## src/rtl/divider_pkg.sv

```systemverilog
// Shared types and defaults for the sequential divider.
package divider_pkg;

  localparam int DEF_WIDTH = 4;

  typedef enum logic [1:0] {
    IDLE = 2'd0,
    RUN  = 2'd1,
    DONE = 2'd2
  } state_t;

endpackage

```

## src/rtl/add_sub_n.sv

```systemverilog
// N-bit ripple-carry adder/subtractor; sub inverts b and feeds the carry-in.
module add_sub_n #(
  parameter int N = 5
) (
  input  logic [N-1:0] a,
  input  logic [N-1:0] b,
  input  logic         sub,
  output logic [N-1:0] sum,
  output logic         cout
);

  logic [N:0]   c;
  logic [N-1:0] bx;

  assign c[0] = sub;
  assign bx   = b ^ {N{sub}};

  for (genvar i = 0; i < N; i++) begin : g_fa
    assign sum[i]   = a[i] ^ bx[i] ^ c[i];
    assign c[i+1]   = (a[i] & bx[i]) | (c[i] & (a[i] ^ bx[i]));
  end

  assign cout = c[N];

endmodule

```

## src/rtl/seq_divider4.sv

```systemverilog
// Sequential unsigned restoring divider: one shared subtractor, one iteration per clock.
module seq_divider4
  import divider_pkg::*;
#(
  parameter int WIDTH = DEF_WIDTH
) (
  input  logic             clk,
  input  logic             rst,
  input  logic             start,
  input  logic [WIDTH-1:0] dividend,
  input  logic [WIDTH-1:0] divisor,
  output logic             busy,
  output logic             done,
  output logic [WIDTH-1:0] quotient,
  output logic [WIDTH-1:0] remainder,
  output logic             div_by_zero
);

  localparam int CW = $clog2(WIDTH + 1);

  state_t           state, state_nxt;
  logic [WIDTH-1:0] q, d, q_nxt;
  logic [WIDTH:0]   r, rs, diff, r_nxt;
  logic [CW-1:0]    cnt;
  logic             cout;

  // Shift the next dividend bit into R; carry-out means R >= D (no borrow).
  assign rs    = {r[WIDTH-1:0], q[WIDTH-1]};
  assign q_nxt = {q[WIDTH-2:0], cout};
  assign r_nxt = cout ? diff : rs;

  add_sub_n #(.N(WIDTH + 1)) u_alu (
    .a    (rs),
    .b    ({1'b0, d}),
    .sub  (1'b1),
    .sum  (diff),
    .cout (cout)
  );

  always_ff @(posedge clk) begin
    if (rst) state <= IDLE;
    else     state <= state_nxt;
  end

  always_comb begin
    state_nxt = state;
    case (state)
      IDLE: if (start) state_nxt = (divisor == '0) ? DONE : RUN;
      RUN:  if (cnt == CW'(1)) state_nxt = DONE;
      DONE: state_nxt = IDLE;
      default: state_nxt = IDLE;
    endcase
  end

  always_comb begin
    busy = (state != IDLE);
    done = (state == DONE);
  end

  always_ff @(posedge clk) begin
    if (rst) begin
      q           <= '0;
      d           <= '0;
      r           <= '0;
      cnt         <= '0;
      quotient    <= '0;
      remainder   <= '0;
      div_by_zero <= 1'b0;
    end else begin
      case (state)
        IDLE: if (start) begin
          q   <= dividend;
          d   <= divisor;
          r   <= '0;
          cnt <= CW'(WIDTH);
          if (divisor == '0) begin
            quotient    <= '1;
            remainder   <= dividend;
            div_by_zero <= 1'b1;
          end else begin
            div_by_zero <= 1'b0;
          end
        end
        RUN: begin
          q   <= q_nxt;
          r   <= r_nxt;
          cnt <= cnt - 1'b1;
          // Publish the result on the final iteration so it is valid as DONE begins.
          if (cnt == CW'(1)) begin
            quotient  <= q_nxt;
            remainder <= r_nxt[WIDTH-1:0];
          end
        end
        default: ;
      endcase
    end
  end

endmodule

```

## config.mk

```make
export PLATFORM = sky130hd
export DESIGN_NAME = seq_divider4
export DESIGN_NICKNAME = d
export VERILOG_FILES = /design/src/rtl/divider_pkg.sv /design/src/rtl/add_sub_n.sv /design/src/rtl/seq_divider4.sv
export SDC_FILE = /design/constraint.sdc
export NUM_CORES = 1
export LEC_CHECK = 0
export CORE_MARGIN = 3
export CORE_UTILIZATION = 29
export DETAILED_ROUTE_END_ITERATION = 7
export GPL_TIMING_DRIVEN = 0
export PLACE_DENSITY = 0.46
export SLEW_MARGIN = 20
export SYNTH_ARGS = -nofsm -noshare
export SYNTH_HDL_FRONTEND = slang
export SYNTH_SLANG_ARGS = --single-unit
```

## constraint.sdc

```tcl
create_clock -name clk -period 2.9 [get_ports clk]
set_clock_uncertainty 0.15 [all_clocks]
set_input_delay 0.435 -clock clk [delete_from_list [all_inputs] [get_ports clk]]
set_output_delay 0.435 -clock clk [all_outputs]
set_load 0.005 [all_outputs]
```

==> out/results.ini, run 1 <==
[timing]
layout_min_cycle_time_ps = 2710
setup_ws_ps = 191
tightest_slew_ps = 549
hold_viol = 0
holdWs_ps = 327
rsz0062_at_grt = no
timing.fmax_mhz = 369
period_share = 0.934
fin_tns_setup_ps = 0
drv_slew = 0
relSlewSlack = 0.634
finalSetupViolCount = 0

[die]
die_h_um = 70.6
core_um2 = 3830
io_pins = 22
start_util = 0.316
rows = 22
dieArea_um2 = 4980
die_x_um = 70.6

[critical_path]
crit_arrival_ps = 2750
rrSetupSlack_ps = 190
endpoint = remainder[2]
r2r_cells = 8
r2r_end = remainder[2]
crit_start = q[3]
required_ps = 2940
critical_path_depth = 8
slowest_stage = fa_1
r2r-start = q[3]
crit_chain = inv_1 > ha_1 > fa_1 > fa_1 > fa_1 > nand2b_1 > o211ai_1 > a311oi_1
critPathKind = flop to flop
crit_buf_inv = 1
end_kind = flop
cp_max_fo = 8
max_stage_delay_ps = 410
critical-path-top-delay-family = adder cells
cp_common_cell = fa_1
startpoint_type = flop

[final_layout]
finalNetCount = 182
fillers = 412
n_antenna_cell = 0
final_cells = 212
drive_gt1_frac = 0.0732
area_growth_pct = 27.1

[detailed_routing]
detail_route.wl_per_cell_um = 12.8
wl_met1_um = 1340
avgViaCountPerCell = 4.73
wl_um = 2700
firstDrtPassIters = 4
ant_nets = 0
post-route-drc-count = 0
initialDrtViolationCount = 76
via_count = 1003
top_layer = met4
routed-wl-met3_um = 132
wl_met2_um = 1200

[placed_design]
post-place-ws_ps = 97.1
placed_cells = 209
dp_hpwl_um = 2110
portBuffers = 20
routabilityCongestion = 0.688

[logic_synthesis]
ys_warn_count = 0
ys.flop_type = dfxtp_1
synth.net_count = 158
syn-cell-area_um2 = 1210
synthArstFlopShare = 0
synthTopCellsByCount = dfxtp_1 (26), nand2_1 (24), nor2_1 (24)
yosysTopAreaCell = dfxtp_1
syn_avg_cell_area_um2 = 8.58
yosysMostFrequentCell = dfxtp_1
yosys.cell_types.count = 29
synth_top_cell_area_share = 0.430
synth_seq_cells = 26
seq_area_frac_synth = 0.430
synth-edff-count = 0
syn_inst = 141
synthTopCellsByArea = dfxtp_1 (43%), nand2_1 (7.4%), nor2_1 (7.4%)

[global_route]
grt_pass1_wl_um = 4910
antenna_found_initial = 0
track_usage = 0.124
grt_pass1_vias = 992
grt_start_max_net_pins = 16
grt_overflow = 0

[clocking]
clk_latency_ps = 280
cts_root_buf = clkbuf_8
cts_sinks = 26
cts_hold_buf = 0
cts_tree = done
post_cts_resized = 0
clk_pin_slew_ps = 100
cts_max_path_buffers = 2
htree_levels = 1
cts_setup_buffers = 0
numCtsBuffers = 3

[worst_hold_path]
hold_path_class = flop to flop

[power_and_ir_drop]
leakage_nw = 0.582
total_power_w = 0.00101
max-vdd-ir-drop_mv = 0.354
power_per_cell_area_nw_per_um2 = 656

[run]
max_cap_viol_count = 0

[status]
status = finished clean

registers in the layout (all words and copies together), names as in the netlist:
register and cells:
d 4, r 4, quotient 4, cnt 3, state 2, div_by_zero 1
remainder 4, q 4
worst min path at each step:
stage | start | endpoint | depth (start not counted)
2_1_floorplan | d[0] | d[0] | 2
3_3_place_gp | d[0] | d[0] | 2
3_5_place_dp | d[0] | d[0] | 2
4_1_cts | d[0] | d[0] | 2
5_1_grt | d[0] | d[0] | 2
6_report | r[1] | r[1] | 2
report_power, final:
group,switching (W),internal (W)
sequential,0.0000309,0.000402
clock,0.000117,0.000185
combinational,0.000144,0.000130
tightest hold or removal path: cells and delay by family, from the launching register on:
kind            cells  cell delay (ps)
flops               1              330
simple gates        1               50
compound gates      1               50
routing by layer:
| metal | global-route usage | up-vias |
|---|---|---|
| met4 | 0.0376 | 0 |
| met3 | 0.0384 | 4 |
| met1 | 0.165 | 444 |
| met2 | 0.193 | 24 |
| li1 | - | 531 |
| met5 | 0 | - |
final cells by class:
class | instances | area [um2] | area share
multi-input combinational | 99 | 604 | 0.393
sequential | 26 | 520 | 0.338
timing repair buffer | 20 | 200 | 0.130
tap | 48 | 60.1 | 0.0391
buffer | 8 | 55.1 | 0.0358
clock buffer | 3 | 41.3 | 0.0269
clock inverter | 1 | 30.0 | 0.0195
inverter | 7 | 26.3 | 0.0171
metrics by stage:
step / util / instance area (um2)
floorplan: - / 1210
global placement: 0.384 / 1470
detailed placement: 0.384 / 1470
CTS: 0.403 / 1540
global route: 0.402 / 1540
finish: 0.402 / 1540
cells by family (layout without fill, tap and decap cells):
logic type,Yosys count,after routing,share of synthesized area
compound gates,31,31,0.185
buf+inv,16,39,0.0703
fa+ha+maj,6,6,0.0807
flops,26,26,0.430
simple gates,61,61,0.226
xor+xnor,1,1,0.00724
placed cells by master, fill, tap and decap left out, types with 4 or more instances in the layout:
master            n
dfxtp_1          26
nor2_1           24
nand2_1          24
clkdlybuf4s50_1  20
a21oi_1          11
inv_1             7
a311oi_1          7
nor2b_1           4
o211ai_1          4
No activity file was read; power rests on OpenSTA's default activity.
==> inputs of run 2 (changes only) <==
--- a/constraint.sdc
+++ b/constraint.sdc
@@ -4,2 +4,2 @@
 set_output_delay 0.435 -clock clk [all_outputs]
-set_load 0.005 [all_outputs]
+set_load 0.1 [all_outputs]
==> results of run 2 <==
Same layout as run 1 (identical final DEF). Status: finished clean.
Main changes from that run: total power 0.00101 W -> 0.00114 W; worst IR drop on VDD 0.354 mV -> 0.356 mV
==> inputs of run 3 (changes only) <==
- PLACE_DENSITY: 0.46 -> unset
==> run 3 against run 2 <==
Net effect: final cell count stayed put; global-route usage is 0.94 points lower; via count is 4.3% higher; register-to-register slack better by 30 ps; hold slack worse by 1.3 ps; setup slack worse by 12 ps; final area stayed put; largest power group unchanged; total power is 0.40% higher; first-iteration DRC count is 36% lower; critical path depth is 6 lower; die area stayed put; non-clock buffer count stayed put; highest routed layer unchanged.
==> out/results.ini, run 3 (synthesized netlist as in run 1, its figures left out) <==
[status]
status = finished clean

[timing]
fin_tns_setup_ps = 0  ; unchanged
relSlewSlack = 0.342
tightest_slew_ps = 984
period_share = 0.938  ; +0.00428
drv_slew = 0  ; unchanged
holdWs_ps = 326  ; -1.33 ps
rsz0062_at_grt = no
finalSetupViolCount = 0  ; unchanged
hold_viol = 0  ; unchanged
timing.fmax_mhz = 367  ; -0.46%
layout_min_cycle_time_ps = 2720  ; +12.4 ps

[clocking]
cts_tree = done
cts_max_path_buffers = 2  ; unchanged
numCtsBuffers = 3  ; unchanged
htree_levels = 1  ; unchanged
cts_sinks = 26  ; unchanged
clk_latency_ps = 270  ; about the same
cts_root_buf = clkbuf_8
clk_pin_slew_ps = 100  ; about the same

[final_layout]
final_cells = 212  ; unchanged
fin_area_um2 = 1540  ; unchanged
finalNetCount = 182  ; unchanged
layout_common_cells = dfxtp_1 (26), nor2_1 (24), nand2_1 (24)
area_growth_pct = 27.1  ; unchanged
n_antenna_cell = 0  ; unchanged
final_common_cell = dfxtp_1
drive_gt1_frac = 0.0732  ; unchanged

[detailed_routing]
via_count = 1046  ; +4.3%
post-route-drc-count = 0  ; unchanged
avgViaCountPerCell = 4.93  ; +4.3%
initialDrtViolationCount = 49  ; -36%
wl_um = 2740  ; +1.2%
detail_route.wl_per_cell_um = 12.9  ; +1.2%
firstDrtPassIters = 4  ; unchanged
ant_nets = 0  ; unchanged

[critical_path]
cp_max_fo = 9  ; +1
critPathKind = flop to output pin
crit_arrival_ps = 2140  ; -610 ps
required_ps = 2320  ; -620 ps
end_kind = output pin
startpoint_type = flop
rrSetupSlack_ps = 220  ; +30 ps

[run]
max_cap_viol_count = 0  ; unchanged

[global_route]
track_usage = 0.114  ; -0.00943
grt_pass1_wl_um = 4670  ; -4.8%
grt_pass1_vias = 1006  ; +1.4%
grt_overflow = 0  ; unchanged
grt_start_max_net_pins = 16  ; unchanged
antenna_found_initial = 0  ; unchanged

[die]
die_h_um = 70.6  ; unchanged
die_x_um = 70.6  ; unchanged
start_util = 0.316  ; unchanged
core_um2 = 3830  ; unchanged
io_pins = 22  ; unchanged
rows = 22  ; unchanged
dieArea_um2 = 4980  ; unchanged

[placed_design]
placed_cells = 209  ; unchanged
portBuffers = 20  ; unchanged
dp_hpwl_um = 2100  ; -0.28%
placed_cell_area_um2 = 1470  ; unchanged
routabilityCongestion = 0.832  ; +21%

[worst_hold_path]
hold_path_class = flop to flop

[power_and_ir_drop]
leakage_nw = 0.582  ; unchanged
power_per_cell_area_nw_per_um2 = 743
max-vdd-ir-drop_mv = 0.355

==> run 3: cell counts in the layout (fill, tap and decap cells not counted) <==
Identical to the previous run, type by type.
==> run 3: stage by stage <==
stage / setup slack [ps] / power [W] / utilization
6_report: 178 / 0.00114 / 0.402
5_1_grt: 72.3 / 0.00120 / 0.402
4_1_cts: 96.2 / 0.00116 / 0.403
3_5_place_dp: 112 / 0.000852 / 0.384
3_3_place_gp: 157 / 0.000842 / 0.384
2_1_floorplan: 337 / 0.000751 / -
==> run 3: repair_timing <==
action,4_1_cts,5_1_grt
buffers inserted,0,0
gates resized for setup,0,0
hold buffers,0,0
endpoints found under the setup margin,0,3
==> run 3: final timing paths <==
| path | start | endpoint | cells past startpoint |
|---|---|---|---|
| setup / recovery | state[1] | done | 2 |
| hold / removal | r[3] | r[3] | 2 |
| setup reg to reg | q[3] | remainder[2] | 8 |
| hold reg to reg | r[3] | r[3] | 2 |
==> run 3: power breakdown <==
| group | switching (W) | internal (W) | total [W] |
|---|---|---|---|
| sequential | 0.0000322 | 0.000402 | 0.000434 |
| clock | 0.000117 | 0.000185 | 0.000301 |
| combinational | 0.000276 | 0.000130 | 0.000406 |
| total | 0.000425 | 0.000717 | 0.00114 |
==> run 3: worst max-delay path, stage by stage (launching register included) <==
cell             delay (ps)
dfxtp_1                 530
nor2b_1                 190
clkdlybuf4s50_1        1140
==> run 3: layout make-up <==
class | instances | area [um2]
Multi-Input combinational cell | 99 | 604
Clock inverter | 1 | 30.0
Fill cell | 358 | 2290
Sequential cell | 26 | 520
Buffer | 8 | 55.1
Tap cell | 48 | 60.1
Inverter | 7 | 26.3
Clock buffer | 3 | 41.3
Timing Repair Buffer | 20 | 200
==> run 3: metal layers <==
layer  part of all wire  up-vias  track usage  wire [um]
met5                  0        -            0          0
met3              0.033        2       0.0270         90
met4             0.0062        0       0.0355         17
met2               0.48       24        0.184       1310
li1                   -      525            -          -
met1               0.48      495        0.152       1320
